$ cat src/rtl/vga_pkg.sv
// Default 640x480@60 timing, derived line/frame positions and the colour-bar palette
// shared by the VGA scroll output stage.
package vga_pkg;

  localparam int VGA_H_ACTIVE = 640;
  localparam int VGA_H_FP     = 16;
  localparam int VGA_H_SYNC   = 96;
  localparam int VGA_H_BP     = 48;
  localparam int VGA_V_ACTIVE = 480;
  localparam int VGA_V_FP     = 10;
  localparam int VGA_V_SYNC   = 2;
  localparam int VGA_V_BP     = 33;

  localparam int VGA_H_TOTAL     = VGA_H_SYNC + VGA_H_BP + VGA_H_ACTIVE + VGA_H_FP;
  localparam int VGA_V_TOTAL     = VGA_V_SYNC + VGA_V_BP + VGA_V_ACTIVE + VGA_V_FP;
  localparam int VGA_H_ACT_START = VGA_H_SYNC + VGA_H_BP;
  localparam int VGA_H_ACT_END   = VGA_H_ACT_START + VGA_H_ACTIVE;
  localparam int VGA_V_ACT_START = VGA_V_SYNC + VGA_V_BP;
  localparam int VGA_V_ACT_END   = VGA_V_ACT_START + VGA_V_ACTIVE;

  localparam int VGA_RGB_W = 12;

  localparam logic [11:0] BAR_WHITE   = 12'hFFF;
  localparam logic [11:0] BAR_YELLOW  = 12'hFF0;
  localparam logic [11:0] BAR_CYAN    = 12'h0FF;
  localparam logic [11:0] BAR_GREEN   = 12'h0F0;
  localparam logic [11:0] BAR_MAGENTA = 12'hF0F;
  localparam logic [11:0] BAR_RED     = 12'hF00;
  localparam logic [11:0] BAR_BLUE    = 12'h00F;
  localparam logic [11:0] BAR_BLACK   = 12'h000;

  function automatic logic [11:0] bar_colour(input logic [2:0] idx);
    case (idx)
      3'd0:    return BAR_WHITE;
      3'd1:    return BAR_YELLOW;
      3'd2:    return BAR_CYAN;
      3'd3:    return BAR_GREEN;
      3'd4:    return BAR_MAGENTA;
      3'd5:    return BAR_RED;
      3'd6:    return BAR_BLUE;
      default: return BAR_BLACK;
    endcase
  endfunction

endpackage

$ cat src/rtl/vga_delay_line.sv
// Resettable DEPTH-stage shift register; every stage resets to RST_VAL.
// Latency DEPTH clocks, no backpressure.
module vga_delay_line
  import vga_pkg::*;
#(
  parameter int               DEPTH   = 2,
  parameter int               WIDTH   = 1,
  parameter logic [WIDTH-1:0] RST_VAL = '0
) (
  input  logic             clk_25mhz,
  input  logic             Rst_n,
  input  logic [WIDTH-1:0] din,
  output logic [WIDTH-1:0] dout
);

  logic [WIDTH-1:0] stage_q [DEPTH];
  logic [WIDTH-1:0] stage_d [DEPTH];

  always_comb begin
    stage_d[0] = din;
    for (int i = 1; i < DEPTH; i++) begin
      stage_d[i] = stage_q[i-1];
    end
  end

  always_ff @(posedge clk_25mhz or negedge Rst_n) begin
    if (!Rst_n) begin
      for (int i = 0; i < DEPTH; i++) stage_q[i] <= RST_VAL;
    end else begin
      for (int i = 0; i < DEPTH; i++) stage_q[i] <= stage_d[i];
    end
  end

  assign dout = stage_q[DEPTH-1];

endmodule

$ cat src/rtl/vga_scroll_timing.sv
// VGA timing plus scrolled background ROM addressing; pins lag the counters by 1+MEM_LAT clocks.
// Define VGA_TEST_PATTERN_EN to replace ROM data with eight vertical colour bars.
module vga_scroll_timing
  import vga_pkg::*;
#(
  parameter int H_ACTIVE = VGA_H_ACTIVE,
  parameter int H_FP     = VGA_H_TOTAL - VGA_H_ACT_END,
  parameter int H_SYNC   = VGA_H_SYNC,
  parameter int H_BP     = VGA_H_ACT_START - VGA_H_SYNC,
  parameter int V_ACTIVE = VGA_V_ACTIVE,
  parameter int V_FP     = VGA_V_TOTAL - VGA_V_ACT_END,
  parameter int V_SYNC   = VGA_V_SYNC,
  parameter int V_BP     = VGA_V_ACT_START - VGA_V_SYNC,
  parameter int BG_WIDTH = 1280,
  parameter int ADDR_W   = 19,
  parameter int RGB_W    = VGA_RGB_W,
  parameter int SCROLL_W = 11,
  parameter int MEM_LAT  = 1
) (
  input  logic                clk_25mhz,
  input  logic                Rst_n,
  input  logic [SCROLL_W-1:0] scroll_x,
  input  logic [RGB_W-1:0]    data_in,
  output logic [ADDR_W-1:0]   vram_address,
  output logic [9:0]          x_pixel,
  output logic [9:0]          y_pixel,
  output logic [RGB_W-1:0]    VGA_RGB,
  output logic                VGA_HSYNC,
  output logic                VGA_VSYNC,
  output logic                VGA_BLOCK,
  output logic                frame_start
);

  localparam int          D        = 1 + MEM_LAT;
  localparam int          PW       = 23;
  localparam logic [9:0]  H_LAST   = 10'(H_SYNC + H_BP + H_ACTIVE + H_FP - 1);
  localparam logic [9:0]  V_LAST   = 10'(V_SYNC + V_BP + V_ACTIVE + V_FP - 1);
  localparam logic [9:0]  HS_END   = 10'(H_SYNC);
  localparam logic [9:0]  VS_END   = 10'(V_SYNC);
  localparam logic [9:0]  HA_START = 10'(H_SYNC + H_BP);
  localparam logic [9:0]  HA_END   = 10'(H_SYNC + H_BP + H_ACTIVE);
  localparam logic [9:0]  HA_LAST  = 10'(H_SYNC + H_BP + H_ACTIVE - 1);
  localparam logic [9:0]  COL_LOAD = 10'(H_SYNC + H_BP - 1);
  localparam logic [9:0]  VA_START = 10'(V_SYNC + V_BP);
  localparam logic [9:0]  VA_END   = 10'(V_SYNC + V_BP + V_ACTIVE);
  localparam logic [SCROLL_W-1:0] BG_W     = SCROLL_W'(BG_WIDTH);
  localparam logic [SCROLL_W-1:0] COL_LAST = SCROLL_W'(BG_WIDTH - 1);
  localparam logic [ADDR_W-1:0]   ROW_STEP = ADDR_W'(BG_WIDTH);
  localparam logic [PW-1:0]       PIPE_RST = {1'b1, 1'b1, 1'b0, 10'd0, 10'd0};

  logic [9:0]          hcount_q, hcount_d, vcount_q, vcount_d;
  logic [SCROLL_W-1:0] scroll_q, scroll_d, col_q, col_d;
  logic [ADDR_W-1:0]   row_base_q, row_base_d, vram_address_q, vram_address_d;
  logic                h_act, v_act, act, hsync_raw, vsync_raw, fs_raw;
  logic [9:0]          x_raw, y_raw;
  logic [PW-1:0]       pipe_out;

  always_comb begin
    h_act     = (hcount_q >= HA_START) && (hcount_q < HA_END);
    v_act     = (vcount_q >= VA_START) && (vcount_q < VA_END);
    act       = h_act && v_act;
    hsync_raw = (hcount_q >= HS_END);
    vsync_raw = (vcount_q >= VS_END);
    fs_raw    = (hcount_q == 10'd0) && (vcount_q == 10'd0);
    x_raw     = act ? hcount_q - HA_START : 10'd0;
    y_raw     = act ? vcount_q - VA_START : 10'd0;
  end

  always_comb begin
    hcount_d = hcount_q + 10'd1;
    vcount_d = vcount_q;
    if (hcount_q == H_LAST) begin
      hcount_d = 10'd0;
      vcount_d = (vcount_q == V_LAST) ? 10'd0 : vcount_q + 10'd1;
    end

    // Out-of-range offsets are dropped so the image column never leaves the ROM row.
    scroll_d = scroll_q;
    if (fs_raw && (scroll_x < BG_W)) scroll_d = scroll_x;

    col_d = col_q;
    if (hcount_q == COL_LOAD) col_d = scroll_q;
    else if (act)             col_d = (col_q == COL_LAST) ? '0 : col_q + 1'b1;

    row_base_d = row_base_q;
    if (fs_raw)                              row_base_d = '0;
    else if (v_act && (hcount_q == HA_LAST)) row_base_d = row_base_q + ROW_STEP;

    vram_address_d = act ? row_base_q + ADDR_W'(col_q) : '0;
  end

  always_ff @(posedge clk_25mhz or negedge Rst_n) begin
    if (!Rst_n) begin
      hcount_q       <= '0;
      vcount_q       <= '0;
      scroll_q       <= '0;
      col_q          <= '0;
      row_base_q     <= '0;
      vram_address_q <= '0;
    end else begin
      hcount_q       <= hcount_d;
      vcount_q       <= vcount_d;
      scroll_q       <= scroll_d;
      col_q          <= col_d;
      row_base_q     <= row_base_d;
      vram_address_q <= vram_address_d;
    end
  end

  vga_delay_line #(
    .DEPTH   (D),
    .WIDTH   (PW),
    .RST_VAL (PIPE_RST)
  ) u_dly (
    .clk_25mhz (clk_25mhz),
    .Rst_n     (Rst_n),
    .din       ({hsync_raw, vsync_raw, act, x_raw, y_raw}),
    .dout      (pipe_out)
  );

  assign {VGA_HSYNC, VGA_VSYNC, VGA_BLOCK, x_pixel, y_pixel} = pipe_out;
  assign vram_address = vram_address_q;
  // Counters sit at 0/0 while in reset; keep the pulse low until reset is released.
  assign frame_start  = fs_raw & Rst_n;

`ifdef VGA_TEST_PATTERN_EN
  logic unused_data_in;
  assign unused_data_in = ^data_in;
  assign VGA_RGB = VGA_BLOCK ? RGB_W'(bar_colour(3'(x_pixel / 10'(H_ACTIVE / 8)))) : '0;
`else
  assign VGA_RGB = VGA_BLOCK ? data_in : '0;
`endif

endmodule

$ cat config.mk
export PLATFORM = sky130hd
export DESIGN_NAME = vga_scroll_timing
export DESIGN_NICKNAME = d
export VERILOG_FILES = /design/src/rtl/vga_pkg.sv /design/src/rtl/vga_delay_line.sv /design/src/rtl/vga_scroll_timing.sv
export SDC_FILE = /design/constraint.sdc
export NUM_CORES = 1
export LEC_CHECK = 0
export ABC_AREA = 1
export BUFFER_PORTS_ARGS = -buffer_cell sky130_fd_sc_hd__buf_2
export CAP_MARGIN = 20
export CORE_MARGIN = 5
export CORE_UTILIZATION = 25
export CTS_CLUSTER_DIAMETER = 40
export DETAILED_ROUTE_END_ITERATION = 8
export SLEW_MARGIN = 20
export SYNTH_ARGS = -nofsm -noshare
export SYNTH_HDL_FRONTEND = slang
export SYNTH_SLANG_ARGS = --single-unit
$ cat constraint.sdc
create_clock -name clk_25mhz -period 5.3 [get_ports clk_25mhz]
set_clock_uncertainty 0.15 [all_clocks]
set_input_delay 0.53 -clock clk_25mhz [delete_from_list [all_inputs] [get_ports clk_25mhz]]
set_output_delay 0.53 -clock clk_25mhz [all_outputs]
set_load 0.02 [all_outputs]
==> results.ini, run 1 <==
[routing]
finalWirelength_um=13700
drc=0
ant_nets=0
dr.pass1.iters=5
first_iter_violations=271
wl_per_cell_um=12.8
via_per_inst=4.37
num_vias=4678

[clock_tree]
cts_tree=done
clkTransAtPathRegs_ns=0.06
clk_latency_ns=0.42
cts_resized=0
clockBufferDepth=2
cts_sinks=118
cts_hold_buffers=0
numCtsBuffers=17
cts-htree-levels=4
cts_setup_buffers=0
root_buffer=clkbuf_16

[layout]
fin_nets=813
diodes=0
fillCellCount=2391
drive_above_1_share_pct=18.7
syn_to_final_growth_pct=21.1
final_common_cell=nand2_1
final_cell_area_um2=6990
post-route-util_pct=30.8
final_cell_count_no_fill=1070
mostFrequentLayoutCells=nand2_1, dfrtp_1, nor2_1

[synthesis]
yosys-top-cells-area=dfrtp_1, nand2_1, nand3_1, nor2_1, inv_1
postSynthAreaPerCell_um2=8.37
synth_top_area_share_pct=49.4
synth_nets=731
syn_inst=690
ys_types=39
yosysSeqAreaShare_pct=51.2
syn_area_um2=5770
synth_top_area_cell=dfrtp_1
yosysWarningCount=0
ys_ff_latch=118

[global_route]
grt_pass1_vias=4699
grt_max_degree=65
gr-usage-all-layers_pct=11.1
grt-ovfl-total=0
grt_pass1_wl_um=23400
antenna_found_initial=0

[power]
total_power_mw=2.02
pwr-share-comb_pct=1.6
clockPowerShare_pct=53.4
leakage_nw=3.75
power.net_switching_mw=0.458
pwr-share-seq_pct=45.0
vdd_drop_max_mv=0.167
cellPowerDensity_nw_per_um2=290
internal-power_mw=1.57
swShare_pct=22.7

[die]
chipHeight_um=162
die_w_um=162
initial_core_util_pct=25.4
core_area_um2=22700
io_pins=80
rows=55
dieArea_um2=26200

[min_path]
hold_path_class=primary input to asynchronous set/reset pin

[status]
status=finished clean

[timing]
setup_viol_count_final=0
fin_crit_ns=2.73
final_max_slew_viol_count=0
period_share_pct=51.5
slew_headroom_pct=48.2
rsz0062_at_grt=no
finalWorstSetupSlack_ns=2.57
holdWs_ns=0.00647
fin_tns_setup_ns=0
tightest_slew_ns=0.777
hold_viol_final=0
fmax_mhz=366

[critical_path]
crit_chain=inv_1, ha_1, nand2_1, nor3_1, and3_1, buf_2
cp.arrival_ns=2.05
crit_path_top_delay_cell=dfrtp_1
crit_type=flip-flop to output port
cp_slowest_stage_delay_ns=0.46
cp.required_ns=4.62
startpoint_type=flip-flop
end_kind=output port
cp_max_fo=7

[placement]
place_ws_ns=2.91
place_area_um2=6430
io_buffers=79
dp_cells=1038
dp_hpwl_um=10100
place_congestion=0.864

[run]
cap_violations=0

==> state kept, by name (all words and copies together), names as in the netlist <==
| name | cells |
|---|---|
| row_base_q | 11 |
| u_dly.stage_d | 23 |
| col_q | 11 |
| vcount_q | 10 |
| u_dly.dout | 23 |
| vram_address | 19 |
| hcount_q | 10 |
| scroll_q | 11 |
==> power by group through the flow <==
stage	logic, mW	registers (mW)	clock network, mW
2_1_floorplan	0.00579	0.925	0
3_3_place_gp	0.0339	0.927	0
3_5_place_dp	0.0347	0.926	0
4_1_cts	0.0348	0.910	1.10
5_1_grt	0.0402	0.910	1.15
6_report	0.0328	0.911	1.08
==> synthesized netlist by cell type <==
cell type and number:
nand2_1 179, dfrtp_1 114, nor2_1 92, nand3_1 77, inv_1 69, xor2_1 21
o21ai_0 20, a21oi_1 17, ha_1 16, nor3_2 9, nand4_1 8, nor3_1 8
buf_2 5, buf_6 5, clkbuf_1 5, a21oi_2 4, dfstp_2 4, inv_2 4
nand2_2 4, xnor2_1 4, nor2_4 3, a31oi_1 2, nand3b_1 2, o22ai_1 2
or2_2 2, and3_1 1, and3b_1 1, buf_1 1, buf_4 1, clkbuf_2 1
clkinv_1 1, clkinv_2 1, conb_1 1, nand3_2 1, nor2_2 1, nor2_8 1
nor3b_2 1, o211ai_1 1, o21bai_1 1
==> logic make-up (layout without fill, tap and decap cells) <==
logic type / Yosys count / in the layout / synth area share [%]
other: 1 / 1 / 0.0650
DFF: 118 / 118 / 51.2
buffers and inverters: 93 / 188 / 6.91
adders and majority gates: 16 / 16 / 3.47
and+or+nand+nor: 390 / 390 / 30.0
xor gates and xnor gates: 25 / 25 / 3.79
AOI/OAI and AO/OA: 47 / 47 / 4.51
==> path summary, 6_finish.rpt <==
path                                   startpoint               end  slack (ns)  depth (start not counted)
worst max-delay path                  hcount_q[4]       frame_start        2.57                          6
worst min-delay path                        Rst_n  u_dly.stage_d[2]       0.006                          1
worst max register to register        hcount_q[4]       scroll_q[6]        2.90                          9
worst min register to register  u_dly.stage_d[14]    u_dly.dout[14]        0.20                          0
max in group asynchronous                   Rst_n   vram_address[1]        3.75                          2
min in group clk_25mhz          u_dly.stage_d[14]    u_dly.dout[14]        0.20                          0
==> critical path, delay by kind of cell, from the launching register on <==
kind / cells / cell delay (ns)
fa+ha+maj: 1 / 0.19
buf+inv: 2 / 0.33
flops: 1 / 0.46
simple gates: 3 / 0.66
==> area by class of cell <==
type	count	area, µm²	share of cell area (%)
Sequential cell	118	2960	42.3
Multi-Input combinational cell	479	2420	34.6
Clock buffer	19	433	6.19
Timing Repair Buffer	81	413	5.91
Tap cell	285	357	5.10
Inverter	75	283	4.05
Clock inverter	13	126	1.81
==> metal layers <==
metal | GRT usage, % | part of all wire, % | vias up
met2 | 18.4 | 49 | 80
met5 | 0 | 0 | -
met1 | 13.7 | 44 | 2226
met4 | 4.08 | 2.1 | 0
li1 | - | - | 2351
met3 | 3.32 | 4.2 | 21
Note: power is estimated with default switching activity, not from simulation.
==> inputs of run 2 (changes only) <==
--- a/config.mk
+++ b/config.mk
@@ -5,7 +5,7 @@
 export SDC_FILE = /design/constraint.sdc
 export NUM_CORES = 1
 export LEC_CHECK = 0
-export ABC_AREA = 1
+export ABC_AREA = 0
 export BUFFER_PORTS_ARGS = -buffer_cell sky130_fd_sc_hd__buf_2
 export CAP_MARGIN = 20
 export CORE_MARGIN = 5
==> constraint.sdc (replaced) <==
create_clock -name clk_25mhz -period 2.8 [get_ports clk_25mhz]
set_clock_uncertainty 0.15 [all_clocks]
set_input_delay 0.28 -clock clk_25mhz [delete_from_list [all_inputs] [get_ports clk_25mhz]]
set_output_delay 0.28 -clock clk_25mhz [all_outputs]
set_load 0.02 [all_outputs]
==> run 2 against run 1 <==
- clock-buffer cell count unchanged
- hold slack better by 0.19 ns
- setup slack worse by 2.5 ns
- via count down 19%
- final cell count down 19%
- first-iteration DRC count down 1.8%
- sequential share of layout area up 1.6 points
- largest power group unchanged
- combinational power up 130%
==> results.ini, run 2 <==
[status]
status=finished clean

[global_route]
grt-ovfl-total=0
gr-usage-all-layers_pct=10.3
grt_pass1_vias=3790
antenna_found_initial=0
grt_max_degree=119
grt_pass1_wl_um=19600

[clock_tree]
clkTransAtPathRegs_ns=0.06
numCtsBuffers=17
clockBufferDepth=2
root_buffer=clkbuf_16
clk_latency_ns=0.42
cts-htree-levels=4
cts_tree=done
cts_sinks=118

[placement]
place_ws_ns=0.157
io_buffers=79
dp_cells=824
place_congestion=0.852
place_area_um2=6000
dp_hpwl_um=8070

[synthesis]
ys_types=57
yosysWarningCount=0
async_flop_share_pct=100
syn_area_um2=5270
yosys-top-cells-area=dfrtp_1, nor2_1, xnor2_1, ha_1, xor2_1
yosys-top-cells-count=dfrtp_1, nor2_1, nand2_1, xnor2_1
synth_most_common_cell=dfrtp_1
postSynthAreaPerCell_um2=11.0
synth_edf_count=0
synth_top_area_share_pct=54.1
synth_top_area_cell=dfrtp_1
syn_inst=481
synth_nets=522
ys_ff_latch=118
dominantRegCellSynth=dfrtp_1
yosysSeqAreaShare_pct=56.1

[layout]
post-route-util_pct=32.3
final_cell_count_no_fill=869
syn_to_final_growth_pct=27.8
final_cell_area_um2=6740
mostFrequentLayoutCells=dfrtp_1, buf_2, nor2_1
drive_above_1_share_pct=25.8
fin_nets=622
final_common_cell=dfrtp_1
diodes=0

[die]
initial_core_util_pct=25.2
die_w_um=155
dieArea_um2=24100
chipHeight_um=155
rows=53
io_pins=80
core_area_um2=20900

[routing]
first_iter_violations=266
drc=0
num_vias=3809
wl_per_cell_um=13.7
finalWirelength_um=11900
ant_nets=0
dr.pass1.iters=5
via_per_inst=4.38

[critical_path]
crit_type=flip-flop to output port
r2r_start=vcount_q[0]
reg2reg_depth=8
rr_endpoint=col_q[6]
r2r_setup_slack_ns=0.14
cp.required_ns=2.37
cp.arrival_ns=2.26
cp-startpoint=vcount_q[3]
critical_path.endpoint=frame_start
cp_max_fo=9
end_kind=output port
startpoint_type=flip-flop

[timing]
setup_viol_count_final=0
holdWs_ns=0.196
finalWorstSetupSlack_ns=0.114
slew_headroom_pct=56.1
fin_tns_setup_ns=0
period_share_pct=95.9
final_max_slew_viol_count=0
hold_viol_final=0
tightest_slew_ns=0.658
rsz0062_at_grt=no
fmax_mhz=372
fin_crit_ns=2.69

[run]
cap_violations=0

[power]
leakage_nw=3.30
total_power_mw=4.00
vdd_drop_max_mv=0.404
cellPowerDensity_nw_per_um2=594

[min_path]
hold_path_class=flip-flop to flip-flop
min_path_cells=0

## run 2: worst min path at each step
stage | startpoint | endpoint | slack, ns
finish | u_dly.stage_d[11] | u_dly.dout[11] | 0.20
global route | u_dly.stage_d[11] | u_dly.dout[11] | 0.21
CTS | u_dly.stage_d[9] | u_dly.dout[9] | 0.20
detailed placement | u_dly.stage_d[11] | u_dly.dout[11] | 0.18
global placement | u_dly.stage_d[12] | u_dly.dout[12] | 0.18
floorplan | Rst_n | col_q[0] | -0.17
## run 2: metal layers
metal	GRT usage (%)	wire length [µm]	vias to the layer above
li1	-	-	1842
met1	14.4	5810	1847
met2	14.4	5110	105
met3	3.70	855	15
met4	4.13	150	0
met5	0	0	-
## run 2: final cells by class
| class | instances | area (µm²) |
|---|---|---|
| fill | 2118 | 14100 |
| timing repair buffer | 103 | 621 |
| multi-input combinational | 326 | 2150 |
| clock inverter | 13 | 158 |
| clock buffer | 19 | 443 |
| sequential | 118 | 2960 |
| inverter | 15 | 58.8 |
| tap | 275 | 344 |
## run 2: power breakdown
part / internal (mW) / leakage, nW / switching [mW]
Clock: 1.36 / 0.292 / 0.846
Sequential: 1.72 / 1.60 / 0.00611
Combinational: 0.0331 / 1.41 / 0.0415
Total: 3.11 / 3.30 / 0.894
## run 2: logic make-up after synthesis
kind of cell,after synthesis,share of synthesized area (%)
fa+ha+maj,16,3.80
other cells,1,0.0711
mux,11,2.33
flops,118,56.1
simple gates,196,19.0
xor+xnor,41,6.81
compound gates,61,8.71
buf+inv,37,3.23
## run 2: timing repair
item	in CTS	in global routing
resized for setup	1	3
endpoints found under the setup margin	1	1
cloned	0	0
hold endpoints to repair	125	0
buffers inserted	0	1
hold buffers	12	0
## run 2: critical path, cell delays in order, from the launching register on
cell and delay, ns:
dfrtp_2 0.48, or2_1 0.28, or4_1 0.48, nor3_2 0.14
buf_4 0.17, and2_1 0.12, buf_2 0.16
==> inputs of run 3 (changes only) <==
--- a/config.mk
+++ b/config.mk
@@ -12,6 +12,7 @@
 export CORE_UTILIZATION = 25
 export CTS_CLUSTER_DIAMETER = 40
 export DETAILED_ROUTE_END_ITERATION = 8
+export RECOVER_POWER = 100
 export SLEW_MARGIN = 20
 export SYNTH_ARGS = -nofsm -noshare
 export SYNTH_HDL_FRONTEND = slang
==> run 3 against run 2 <==
- the flow now finishes with violations (capacitance limit, slew limit)
- routed wire length increased by 0.70%
- non-clock buffer count is the same
- clock-buffer cell count is the same
- sequential share of layout area is 0.70 points higher
- sequential power about the same
- flip-flop and latch count unchanged
- power about the same
- setup slack lost 0.00067 ns
- core utilization decreased by 0.50 points
==> results.ini, run 3 (synthesis gave the netlist of run 2 again) <==
[placement]
io_buffers=79
dp_hpwl_um=8070
place_congestion=0.852
place_ws_ns=0.157

[die]
dieArea_um2=24100
initial_core_util_pct=25.2
rows=53
chipHeight_um=155
die_w_um=155
io_pins=80
core_area_um2=20900

[routing]
finalWirelength_um=12000
dr.pass1.iters=4
drc=0
ant_nets=0
num_vias=3833
wl_per_cell_um=13.8
via_per_inst=4.41
first_iter_violations=272

[clock_tree]
cts_sinks=118
clockBufferDepth=2
numCtsBuffers=17
clk_latency_ns=0.42
clkTransAtPathRegs_ns=0.06
cts-htree-levels=4
cts_tree=done
root_buffer=clkbuf_16

[critical_path]
cp_max_fo=9
crit_type=flip-flop to output port
cp.arrival_ns=2.26
cp.required_ns=2.37
startpoint_type=flip-flop
r2r_setup_slack_ns=0.14
end_kind=output port

[timing]
tightest_slew_ns=1.59
finalWorstSetupSlack_ns=0.113
hold_viol_final=0
fin_tns_setup_ns=0
fin_crit_ns=2.69
period_share_pct=96.0
setup_viol_count_final=0
final_max_slew_viol_count=119
fmax_mhz=372
rsz0062_at_grt=no
slew_headroom_pct=-6.03

[global_route]
grt-ovfl-total=0
grt_pass1_wl_um=19600
gr-usage-all-layers_pct=10.3
grt_pass1_vias=3790
grt_max_degree=119
antenna_found_initial=0

[status]
status=finished, violations left
violations=capacitance limit, slew limit

[min_path]
hold_path_class=flip-flop to flip-flop

[layout]
final_common_cell=dfrtp_1
fin_nets=622
diodes=0
drive_above_1_share_pct=16.2
syn_to_final_growth_pct=25.8
mostFrequentLayoutCells=dfrtp_1, nor2_1, clkbuf_1
fillCellCount=2155

[power]
vdd_drop_max_mv=0.405
leakage_nw=3.05
total_power_mw=4.00
cellPowerDensity_nw_per_um2=603

[run]
cap_violations=1

## run 3: critical path, stage by stage, from the launching register on
cell and delay [ns]:
dfrtp_2 0.48, or2_0 0.28, or4_1 0.47, nor3_2 0.14, buf_4 0.17, and2_1 0.13
clkbuf_2 0.17
## run 3: cell type report
class                   instances  area (µm²)  area share (%)
well taps                     275         344            5.19
multi-input cells             326        2140            32.3
repair buffers                103         531            8.00
clock inverters                13         158            2.38
flip-flops and latches        118        2960            44.6
inverters                      15        58.8           0.886
clock buffers                  19         443            6.68
## run 3: repair_timing
action,in CTS,in global routing
setup endpoints to repair,1,1
hold buffers,12,0
hold endpoints to repair,125,0
setup buffers,0,1
resized for setup,1,3
## run 3: final timing paths
kind	start	endpoint	cells after the start
max	vcount_q[3]	frame_start	6
min	u_dly.stage_d[11]	u_dly.dout[11]	0
max reg2reg	vcount_q[0]	col_q[6]	8
min reg2reg	u_dly.stage_d[11]	u_dly.dout[11]	0
max in group asynchronous	Rst_n	vcount_q[3]	3
min in group asynchronous	Rst_n	row_base_q[14]	3
## run 3: power breakdown
part           internal, mW  leakage, nW  switching (mW)
registers              1.72         1.60         0.00611
logic                0.0308         1.16          0.0410
clock network          1.36        0.292           0.846
total                  3.11         3.05           0.893
## run 3: per-stage QoR
stage | hold WS, ns | cell area, µm² | std cells | util, %
finish | 0.196 | 6630 | 869 | 31.8
global route | 0.209 | 6630 | 869 | 31.8
global placement | 0.184 | 6000 | 824 | 28.7
floorplan | -0.166 | 5270 | 481 | -
detailed placement | 0.185 | 6000 | 824 | 28.7
CTS | 0.198 | 6720 | 868 | 32.2
## run 3: routing by layer
metal  track usage (%)  up-vias  share of wire [%]
li1                  -     1839                  -
met3              3.70       19                7.6
met4              4.13        0                1.6
met1              14.4     1863                 48
met5                 0        -                  0
met2              14.4      112                 43
